==> src/rtl/rng_word_packer.sv <==
// rng_word_packer: health-checks narrow RNG samples and packs passing samples
// LSB-first into wide words. The words are buffered in a small FWFT FIFO.
// Ports:
//   clk, rst (async, active high)
//   in_valid / in_data     : sample strobe and sample, no backpressure
//   clear_fail             : pulse that clears the sticky health failure
//   out_valid / out_ready / out_data : FIFO head handshake
//   fifo_level, health_fail, drop_count : status outputs
module rng_word_packer #(
    parameter int IN_WIDTH   = 16,
    parameter int OUT_WIDTH  = 64,
    parameter int FIFO_DEPTH = 4,
    parameter int REP_LIMIT  = 4,
    localparam int LW = $clog2(FIFO_DEPTH) + 1
) (
    input  logic                 clk,
    input  logic                 rst,
    input  logic                 in_valid,
    input  logic [IN_WIDTH-1:0]  in_data,
    input  logic                 clear_fail,
    input  logic                 out_ready,
    output logic                 out_valid,
    output logic [OUT_WIDTH-1:0] out_data,
    output logic [LW-1:0]        fifo_level,
    output logic                 health_fail,
    output logic [7:0]           drop_count
);
    localparam int SLICES = OUT_WIDTH / IN_WIDTH;
    localparam int CW = (SLICES > 1) ? $clog2(SLICES) : 1;
    localparam int PW = (FIFO_DEPTH > 1) ? $clog2(FIFO_DEPTH) : 1;
    localparam int RW = $clog2(REP_LIMIT + 1);

    typedef enum logic {FILL, FAIL} state_t;

    state_t                state_q, state_d;
    logic [CW-1:0]         cnt_q, cnt_d;
    logic [OUT_WIDTH-1:0]  word_q, word_d, word_nxt;
    logic [IN_WIDTH-1:0]   prev_q, prev_d;
    logic                  prev_vld_q, prev_vld_d;
    logic [RW-1:0]         rep_q, rep_d, rep_inc;
    logic                  same;
    logic                  push_req, push_ok, pop;

    logic [OUT_WIDTH-1:0]  mem [FIFO_DEPTH];
    logic [PW-1:0]         wr_ptr, rd_ptr;

    assign rep_inc = rep_q + RW'(1);
    // A clear_fail in FILL forgets the history, so this sample starts a new run
    assign same = prev_vld_q && !clear_fail && (in_data == prev_q);

    always_comb begin
        state_d    = state_q;
        cnt_d      = cnt_q;
        word_d     = word_q;
        prev_d     = prev_q;
        prev_vld_d = prev_vld_q;
        rep_d      = rep_q;
        push_req   = 1'b0;
        word_nxt   = word_q;
        word_nxt[int'(cnt_q)*IN_WIDTH +: IN_WIDTH] = in_data;
        unique case (state_q)
            FILL: begin
                if (clear_fail) begin
                    prev_vld_d = 1'b0;
                    rep_d      = '0;
                end
                if (in_valid) begin
                    if (same && rep_inc == RW'(REP_LIMIT)) begin
                        // Tripping sample is dropped with the partial word
                        state_d = FAIL;
                        cnt_d   = '0;
                    end else begin
                        prev_d     = in_data;
                        prev_vld_d = 1'b1;
                        rep_d      = same ? rep_inc : RW'(1);
                        word_d     = word_nxt;
                        if (cnt_q == CW'(SLICES - 1)) begin
                            cnt_d    = '0;
                            push_req = 1'b1;
                        end else begin
                            cnt_d = cnt_q + CW'(1);
                        end
                    end
                end
            end
            FAIL: begin
                if (clear_fail) begin
                    state_d    = FILL;
                    cnt_d      = '0;
                    rep_d      = '0;
                    prev_vld_d = 1'b0;
                end
            end
            default: state_d = FILL;
        endcase
    end

    always_ff @(posedge clk or posedge rst) begin
        if (rst) begin
            state_q    <= FILL;
            cnt_q      <= '0;
            word_q     <= '0;
            prev_q     <= '0;
            prev_vld_q <= 1'b0;
            rep_q      <= '0;
        end else begin
            state_q    <= state_d;
            cnt_q      <= cnt_d;
            word_q     <= word_d;
            prev_q     <= prev_d;
            prev_vld_q <= prev_vld_d;
            rep_q      <= rep_d;
        end
    end

    // Fullness comes from the level counter, so equal pointers are unambiguous
    assign out_valid = (fifo_level != '0);
    assign pop       = out_valid && out_ready;
    assign push_ok   = push_req && ((fifo_level < LW'(FIFO_DEPTH)) || pop);
    assign out_data  = out_valid ? mem[rd_ptr] : '0;
    assign health_fail = (state_q == FAIL);

    always_ff @(posedge clk) begin
        if (push_ok) begin
            mem[wr_ptr] <= word_nxt;
        end
    end

    always_ff @(posedge clk or posedge rst) begin
        if (rst) begin
            wr_ptr     <= '0;
            rd_ptr     <= '0;
            fifo_level <= '0;
            drop_count <= '0;
        end else begin
            if (push_ok) begin
                wr_ptr <= wr_ptr + PW'(1);
            end
            if (pop) begin
                rd_ptr <= rd_ptr + PW'(1);
            end
            if (push_ok && !pop) begin
                fifo_level <= fifo_level + LW'(1);
            end else if (pop && !push_ok) begin
                fifo_level <= fifo_level - LW'(1);
            end
            if (push_req && !push_ok && drop_count != 8'hFF) begin
                drop_count <= drop_count + 8'd1;
            end
        end
    end
endmodule
==> config.mk <==
export PLATFORM = sky130hd
export DESIGN_NAME = rng_word_packer
export DESIGN_NICKNAME = d
export VERILOG_FILES = /design/src/rtl/rng_word_packer.sv
export SDC_FILE = /design/constraint.sdc
export NUM_CORES = 1
export LEC_CHECK = 0
export ABC_CLOCK_PERIOD_IN_PS = 7400
export BUFFER_PORTS_ARGS = -buffer_cell sky130_fd_sc_hd__buf_4
export CELL_PAD_IN_SITES_DETAIL_PLACEMENT = 0
export CELL_PAD_IN_SITES_GLOBAL_PLACEMENT = 2
export CORE_MARGIN = 5
export CORE_UTILIZATION = 47
export DETAILED_ROUTE_END_ITERATION = 8
export GPL_TIMING_DRIVEN = 1
export HOLD_SLACK_MARGIN = 0.05
export PLACE_DENSITY_LB_ADDON = 0.25
export SYNTH_ARGS = -nofsm -noshare
export SYNTH_HDL_FRONTEND = slang
export SYNTH_SLANG_ARGS = --single-unit
export TNS_END_PERCENT = 5
==> constraint.sdc <==
create_clock -name clk -period 7.4 [get_ports clk]
set_input_delay 0 -clock clk [delete_from_list [all_inputs] [get_ports clk]]
set_output_delay 0 -clock clk [all_outputs]
set_load 0.05 [all_outputs]
* Word-level counts from Yosys, hierarchy flattened *
Memory sizes are Yosys's and may differ from the RTL's.
Cells that the tools add are included.

storage, ports and cells
  flip-flop bits (word level) = 102
  bits in writable memories = 256
  output and inout bits = 77
  word-level logic and storage cells = 75
  memories = 1

memories
  memory  words  bits a word  rd ports  clocked after memory_dff  write ports  line  source
  mem     4      64           1         0                         1            44    logic [OUT_WIDTH-1:0] mem [FIFO_DEPTH];

cells by class
  $add $sub $neg = 8
  magnitude comparators = 1
  equal/unequal tests = 6
  shift-type cells = 2
  multiplexer cells = 28
  bitwise logic cells = 2
  reduce and logical (&&, ||, !) cells = 17

operator list
  cell                                                    count
  bitwise mux 64 bit                                      1
  2-to-1 mux 64 bit                                       1
  variable shift 16 x 33 -> 64 bit, first input constant  1
  indexed part select 16 x 33 -> 64 bit                   1
  negation 6 -> 33 bit                                    1
  2-to-1 mux 3 bit                                        6
  == test 16 bit                                          1
  2-to-1 mux 1 bit                                        12
  logical AND 1 bit                                       9
  adder 8 x 1 -> 8 bit, second input constant             1
  2-to-1 mux 2 bit                                        4
  != test 8 bit, second input constant                    1
  adder 2 x 1 -> 2 bit, second input constant             3
  adder 3 x 1 -> 3 bit, second input constant             2
  case mux 3 bit (2 select lines)                         1
  != test 2 bit, second input constant                    2
  case mux 1 bit (2 select lines)                         2
  case mux 2 bit (2 select lines)                         1
  == test 3 bit, second input constant                    1
  zero test 1 bit                                         3
  < comparator 3 bit, second input constant               1
  AND reduction 3 bit                                     1
  nonzero test 3 bit                                      1
  subtractor 3 x 1 -> 3 bit, second input constant        1
  other kinds (5)                                         6

* Longest topological paths before layout *
Gate-level depths: netlist (run 1).

  depth in word-level cells = 12
  gate-level depth with buffers = 12
  mapped depth without buffers = 11

* Least setup slack after synthesis (run 1) *
OpenSTA, ideal clock, no wires.

  path type = register -> register
  from = reg rep_q[0]
  to = mem mem[0][0] (enable)
  setup time = 429 ps
  arrival time = 3051 ps
  required time = 6971 ps
  setup slack = 3921 ps
  cell stages (with the launch flop) = 8
  period minus slack after synthesis = 3479 ps
  cell sequence = dfrtp_1 > ha_1 > ha_1 > and2_1 > a31oi_2 > and3_1 > buf_6 > and2_1

on the way
  longest elaborated chain between the ends = 9

ends and longest elaborated chain
  what                                    line  source
  from (decl)                             40    logic [RW-1:0] rep_q, rep_d, rep_inc;
  from (signal assigned)                  112   rep_q <= rep_d;
  adder 3 x 1 -> 3 bit                    47    assign rep_inc = rep_q + RW'(1);
  == test 3 bit                           68    if (same && rep_inc == RW'(REP_LIMIT)) begin
  logical AND 1 bit                       68
  2-to-1 mux 1 bit                        68
  2-to-1 mux 1 bit                        67    if (in_valid) begin
  2-to-1 mux 1 bit                        61    unique case (state_q)
  logical AND 1 bit                       119   assign push_ok = push_req && ((fifo_level < LW'(FIFO_DEPTH)) || pop);
  named net push_ok                       42    logic push_req, push_ok, pop;
  2-to-1 mux 1 bit                        124   if (push_ok) begin
  2-to-1 mux 1 bit (not written as such)  125   mem[wr_ptr] <= word_nxt;
  to (decl)                               44

The timed path passes the listed nets, and every way through them passes these cells.

* Worst setup path in the final report (run 1) *
  from = reg rep_q[0]
  to = mem mem[2][36] (enable)

on the way
  longest elaborated chain between the ends = 9

ends and longest elaborated chain
  what                                    line
  adder 3 x 1 -> 3 bit                    47
  == test 3 bit                           68
  logical AND 1 bit                       68
  2-to-1 mux 1 bit                        68
  2-to-1 mux 1 bit                        67
  2-to-1 mux 1 bit                        61
  logical AND 1 bit                       119
  2-to-1 mux 1 bit                        124
  2-to-1 mux 1 bit (not written as such)  125

No other way between the ends.

==> results of run 1 <==
==> flip-flops by register name, indices dropped and copies added, names as in the netlist <==
name,cells
mem,256
wr_ptr,2
rep_q,3
health_fail,1
fifo_level,3
word_q,64
prev_q,16
prev_vld_q,1
cnt_q,2
drop_count,8
rd_ptr,2
==> synth_stat cells (all sizes together) <==
library cell  count
edfxtp          256
nand2           136
o21ai           131
dfrtp           102
inv              76
and2             69
mux4             64
clkbuf           29
xnor2            20
buf              18
mux2             18
ha               14
xor2              7
and3              6
nand4             6
nand3             5
nor2              5
nor3              4
a22o              3
nand2b            2
nor2b             2
a21oi             1
a221o             1
a311oi            1
a31oi             1
a32o              1
fa                1
nor4              1
nor4b             1
nor4bb            1
o221ai            1
o22ai             1
or3               1
==> worst max-delay path by stage <==
stage / from / to / slack, ns / cells past startpoint
floorplan: rep_q[0] / mem[0][0] / 3.92 / 7
global placement: rep_q[0] / mem[2][40] / 4.15 / 7
detailed placement: rep_q[0] / mem[2][42] / 4.07 / 7
CTS: rep_q[0] / mem[2][41] / 4.07 / 7
global route: rep_q[0] / mem[2][41] / 3.95 / 7
finish: rep_q[0] / mem[2][36] / 4.11 / 7
==> metal layers <==
layer	part of all wire [%]	up-vias	GRT usage, %
met3	4.5	55	3.15
li1	-	3803	-
met1	45	4208	25.1
met2	48	183	29.6
met4	2.5	0	5.46
met5	0	-	0
==> final cells by class <==
cell class	count	area share [%]
Clock buffer	51	6.31
Clock inverter	19	0.888
Timing Repair Buffer	131	5.99
Inverter	76	1.66
Sequential cell	358	59.1
Tap cell	396	2.86
Multi-Input combinational cell	504	23.2
==> power groups by stage <==
stage / clock [mW] / combinational (mW) / sequential, mW
floorplan: 0 / 2.04 / 2.72
global placement: 0 / 2.76 / 2.80
detailed placement: 0 / 2.79 / 2.80
CTS: 1.91 / 2.81 / 2.76
global route: 1.99 / 2.97 / 2.80
finish: 1.86 / 2.75 / 2.76
==> what timing repair did <==
item / CTS / global route
hold endpoints to repair: 74 / 0
hold buffers: 22 / 0
buffers inserted: 0 / 0
==> cells in the final DEF, fill, tap and decap left out, types with 2 or more instances in the layout <==
cell	n
and2_1	65
nand2b_1	2
xor2_1	7
nand3_1	5
and3_1	6
bufinv_16	2
nand2_1	136
clkinv_2	8
clkinv_1	4
and2_2	4
edfxtp_1	256
dlygate4sd3_1	22
clkbuf_16	41
buf_4	109
clkbuf_8	3
nor2b_1	2
mux4_2	64
nor2_1	5
xnor2_1	20
ha_1	14
nand4_1	6
inv_1	75
clkinvlp_4	4
a22o_1	3
dfrtp_1	100
clkbuf_1	7
mux2_2	17
o21ai_0	129
o21ai_1	2
nor3_1	3
==> worst max-delay path: stages, from the launching register on <==
cell and delay [ns]:
dfrtp_1 0.39, ha_1 0.20, ha_1 0.23, and2_1 0.18, a31oi_4 0.18, and3_1 0.37, and2_2 0.64, buf_4 0.69
==> kinds of logic (layout without fill, tap and decap cells) <==
group,Yosys count,count (layout)
buffers and inverters,123,277
xor gates and xnor gates,27,27
adders and majority gates,15,15
DFF,358,358
muxes,82,82
AOI/OAI and AO/OA,141,141
and+or+nand+nor,239,239
==> stage by stage <==
stage | hold WS (ns) | total power, mW | setup slack (ns) | util [%] | cell area (um^2)
detailed placement | 0.00262 | 5.59 | 4.07 | 51.6 | 15900
CTS | 0.300 | 7.48 | 4.07 | 56.4 | 17300
finish | 0.327 | 7.37 | 4.11 | 56.4 | 17300
floorplan | 0.0990 | 4.77 | 3.92 | - | 14700
global route | 0.338 | 7.75 | 3.95 | 56.4 | 17300
global placement | 0.00826 | 5.56 | 4.15 | 51.6 | 15900
==> run_results.csv, run 1 <==
group,metric,value,unit
sta,finalHoldViolations,0,
sta,finalCritPeriodShare,44.4,%
synthesis,synth_fa_ha_area_share,1.33,%
drt,wl_per_cell,20.3,um
synthesis,syn_nets,1021,
synthesis,syn_inst,985,
clock_network,path_clk_slew,0.06,ns
sta,tightest_slew,1.04,ns
power,p_switching,2.73,mW
synthesis,ys_ff_latch,358,
global_route,grt-ovfl-total,0,
placement,placedCellCount,1443,
sta,setup_viol,0,
sta,fin_skew,0.0113,ns
placement,place_congestion,0.742,
global_route,antenna_found_initial,0,
critical_path,r2r_slack,4.11,ns
clock_network,clockRootBuffer,"clkbuf_16",
sta,tns,0,ns
power,combPwrFrac,37.3,%
global_route,grt_usage,18.1,%
finish,n_antenna_cell,0,
min_path,hold_class,"in2reg",
drt,first_pass_iters,4,
drt,vias,8249,
synthesis,yosysWarnings,0,
power,p_seq_share,37.4,%
clock_network,htreeDepth,2,
critical_path,worstPathRequired,7.54,ns
die,die_h,187,um
power,clkPwrFrac,25.2,%
finish,finalNonFillerCells,1535,
global_route,grt_max_degree,81,
synthesis,synth_mux_area_share,11.2,%
synthesis,synth_top_family_by_area,"multiplexers",
finish,seq_area,10200,um^2
global_route,grt_pass1_wl,49.9,mm
clock_network,clk_latency,0.51,ns
power,p_per_area,425,nW/um^2
finish,multiInputGateArea,4010,um^2
critical_path,arrival,3.43,ns
placement,port-buffer-count,97,
synthesis,synth.area.top_cells,"edfxtp_1 (52%), dfrtp_1 (17%), mux4_2 (9.8%)",
finish,layout.nets,1145,
critical_path,critPathKind,"reg2reg",
critical_path,cp-end-kind,"register",
min_path,min-delay-start,"out_ready",
critical_path,rr_worst_depth,7,
die,die_w,187,um
sta,slew_headroom,30.6,%
synthesis,yosysSeqAreaShare,69.6,%
die,fp-row-count,64,
synthesis,synth_top_area_share,52.3,%
drt,avgViaCountPerCell,5.37,
power,power.internal,4.64,mW
clock_network,cts_buffer_depth,3,
die,start_util,47.8,%
placement,dp_hpwl,18.6,mm
clock_network,cts.sinks,358,
sta,fmax,304,MHz
synthesis,synth.largest_area_cell,"edfxtp_1",
power,p_leak,6.33,nW
die,num_io_pins,98,
drt,drt-total-wl,31.1,mm
clock_network,numCtsBuffers,38,
power,swShare,37.0,%
die,die_area,34900,um^2
run,drv_cap,0,
synthesis,synth-compound-area-share,5.09,%
synthesis,syn_area_per_cell,14.9,um^2
drt,drtIter0Drc,575,
power,ir_worst_vdd,0.237,mV
sta,rsz0062_at_grt,"false",
synthesis,syn_area,14700,um^2
clock_network,cts_tree,"built",
global_route,grt_pass1_vias,8593,
critical_path,r2r_end,"mem[2][36]",
die,core_region_area,30700,um^2
sta,min_period,3.29,ns
finish,area_delta_synth_final,17.8,%
status,status,"finished, final reports clean",
min_path,holdPathStages,4,
synthesis,synth-simple-area-share,7.88,%
critical_path,cp_max_fo,42,
drt,drc_errors,0,
drt,ant_nets,0,
clock_network,cts-resized-gates,0,
min_path,min_to,"rd_ptr[1]",
sta,slew_viol_final,0,
finish,fillers,2476,
critical_path,startpoint_type,"register",
critical_path,r2r_start,"rep_q[0]",
synthesis,post_synth_xor_area_fraction,1.61,%
finish,drive_gt1_share,23.2,%
synthesis,yosysUniqueCellTypes,37,
(Power assumes the default switching activity.)
==> run 2, diff against run 1 <==
--- a/config.mk
+++ b/config.mk
@@ -5,12 +5,12 @@
 export SDC_FILE = /design/constraint.sdc
 export NUM_CORES = 1
 export LEC_CHECK = 0
-export ABC_CLOCK_PERIOD_IN_PS = 7400
+export ABC_CLOCK_PERIOD_IN_PS = 3000
 export BUFFER_PORTS_ARGS = -buffer_cell sky130_fd_sc_hd__buf_4
 export CELL_PAD_IN_SITES_DETAIL_PLACEMENT = 0
 export CELL_PAD_IN_SITES_GLOBAL_PLACEMENT = 2
 export CORE_MARGIN = 5
-export CORE_UTILIZATION = 47
+export CORE_UTILIZATION = 40
 export DETAILED_ROUTE_END_ITERATION = 8
 export GPL_TIMING_DRIVEN = 1
 export HOLD_SLACK_MARGIN = 0.05
==> constraint.sdc (replaced) <==
create_clock -name clk -period 3 [get_ports clk]
set_input_delay 0 -clock clk [delete_from_list [all_inputs] [get_ports clk]]
set_output_delay 0 -clock clk [all_outputs]
set_load 0.05 [all_outputs]
==> run_results.csv, run 2 (same netlist as run 1, synthesis figures left out) <==
group,metric,value,unit
status,status,"finished, final reports clean",
drt,drc_errors,0,
global_route,grt_max_degree,152,
power,total_power,18.4,mW
global_route,grt-ovfl-total,0,
die,die_h,202,um
drt,wl_per_cell,20.3,um
die,core_region_area,36400,um^2
clock_network,clockRootBuffer,"clkbuf_16",
global_route,grt_pass1_wl,51.2,mm
placement,dp_hpwl,19.9,mm
critical_path,arrival,2.99,ns
drt,first_pass_iters,5,
drt,drt-total-wl,32.9,mm
power,p_leak,6.43,nW
finish,largest_register,"mem",
global_route,grt_usage,16.2,%
die,die_area,40700,um^2
finish,layout.nets,1161,
drt,vias,8174,
die,fp-row-count,70,
sta,setup_viol,0,
critical_path,cp_max_fo,3,
sta,finalCritPeriodShare,86.9,%
critical_path,startpoint_type,"register",
finish,n_antenna_cell,0,
clock_network,htreeDepth,2,
sta,slew_headroom,51.3,%
sta,rsz0062_at_grt,"false",
clock_network,cts_setup_buffers,0,
run,drv_cap,0,
critical_path,cp-end-kind,"register",
finish,area_delta_synth_final,19.8,%
sta,fin_skew,0.0188,ns
clock_network,cts-resized-gates,0,
sta,fmax,384,MHz
drt,ant_nets,0,
global_route,antenna_found_initial,0,
critical_path,critPathKind,"reg2reg",
finish,final_common_cell,"edfxtp_1",
sta,slew_viol_final,0,
clock_network,path_clk_slew,0.06,ns
sta,tns,0,ns
clock_network,cts.sinks,358,
power,p_per_area,1040,nW/um^2
drt,avgViaCountPerCell,5.04,
die,start_util,40.4,%
finish,drive_gt1_share,24.0,%
sta,min_period,2.61,ns
clock_network,cts_buffer_depth,3,
power,ir_worst_vdd,0.486,mV
placement,port-buffer-count,97,
die,num_io_pins,98,
clock_network,cts_tree,"built",
finish,layout_common_cells,"edfxtp_1 (256), nand2_1 (136), o21ai_0 (129)",
placement,place_congestion,0.721,
sta,finalHoldViolations,0,
finish,largest_register_ffs,256,
clock_network,clk_latency,0.52,ns
finish,reg_top3,"mem (256), word_q (64), prev_q (16)",
critical_path,worstPathRequired,3.39,ns
drt,drtIter0Drc,473,
clock_network,numCtsBuffers,39,
sta,tightest_slew,0.723,ns
min_path,hold_class,"in2async",
global_route,grt_pass1_vias,8485,
die,die_w,202,um
finish,fin_util,48.4,%
==> run 2: cell count changes in the layout (fill, tap and decap cells not counted), sizes merged <==
cell / before / now
buf: 109 / 125
clkinv: 12 / 18
clkbuf: 51 / 46
clkinvlp: 4 / 2
bufinv: 2 / 3
dlygate4sd3: 22 / 21
==> run 2: area by class of cell <==
type                       instances  area, um^2
sequential                       358       10200
clock buffer                      46        1010
multi-input combinational        504        4020
inverter                          76         288
clock inverter                    24         196
tap                              468         586
timing repair buffer             146        1270
fill                            3214       18800
==> run 2: stage by stage <==
stage	cells	setup WS, ns	hold slack (ns)	instance area, um^2
2_1_floorplan	985	-0.479	0.0990	14700
3_3_place_gp	1531	0.427	0.170	16200
3_5_place_dp	1531	0.411	0.159	16200
4_1_cts	1622	0.364	0.151	17600
5_1_grt	1622	0.288	0.183	17600
6_report	1622	0.394	0.133	17600
==> run 2: worst paths after layout <==
path / from / endpoint / slack, ns / depth (start not counted)
worst max-delay path: prev_q[0] / fifo_level[1] / 0.39 / 9
worst min-delay path: rst / word_q[4] / 0.13 / 3
worst max register to register: prev_q[0] / fifo_level[1] / 0.39 / 9
worst min register to register: drop_count[4] / drop_count[4] / 0.49 / 1
max in group asynchronous: rst / word_q[49] / 2.09 / 4
min in group clk: out_ready / rd_ptr[1] / 0.37 / 4
==> run 2: what timing repair did <==
item                       in CTS  in global routing
hold endpoints to repair       94                  0
setup endpoints to repair       0                  0
hold buffers                   21                  0
==> run 2: where the power goes <==
part	switching (mW)	internal, mW	total, mW
Combinational	4.66	2.49	7.15
Sequential	0.331	6.34	6.67
Clock	1.86	2.67	4.53
Total	6.86	11.5	18.4
==> run 2: per-layer routing <==
metal | track usage [%] | vias to the layer above | share of wire [%] | wire length (um)
met5 | 0 | - | 0 | 0
met4 | 3.27 | 0 | 1.4 | 469
met1 | 22.9 | 4150 | 46 | 15000
met2 | 26.7 | 167 | 49 | 15900
li1 | - | 3822 | - | -
met3 | 2.90 | 35 | 4.3 | 1430
==> run 2: worst max-delay path, cell delays in order (launching register included) <==
cell and delay, ns:
dfrtp_1 0.38, xnor2_1 0.14, o221ai_1 0.17, nor4_4 0.43, a31oi_4 0.16, and3_1 0.22, ha_1 0.23, inv_1 0.08
fa_1 0.40, mux2_2 0.26
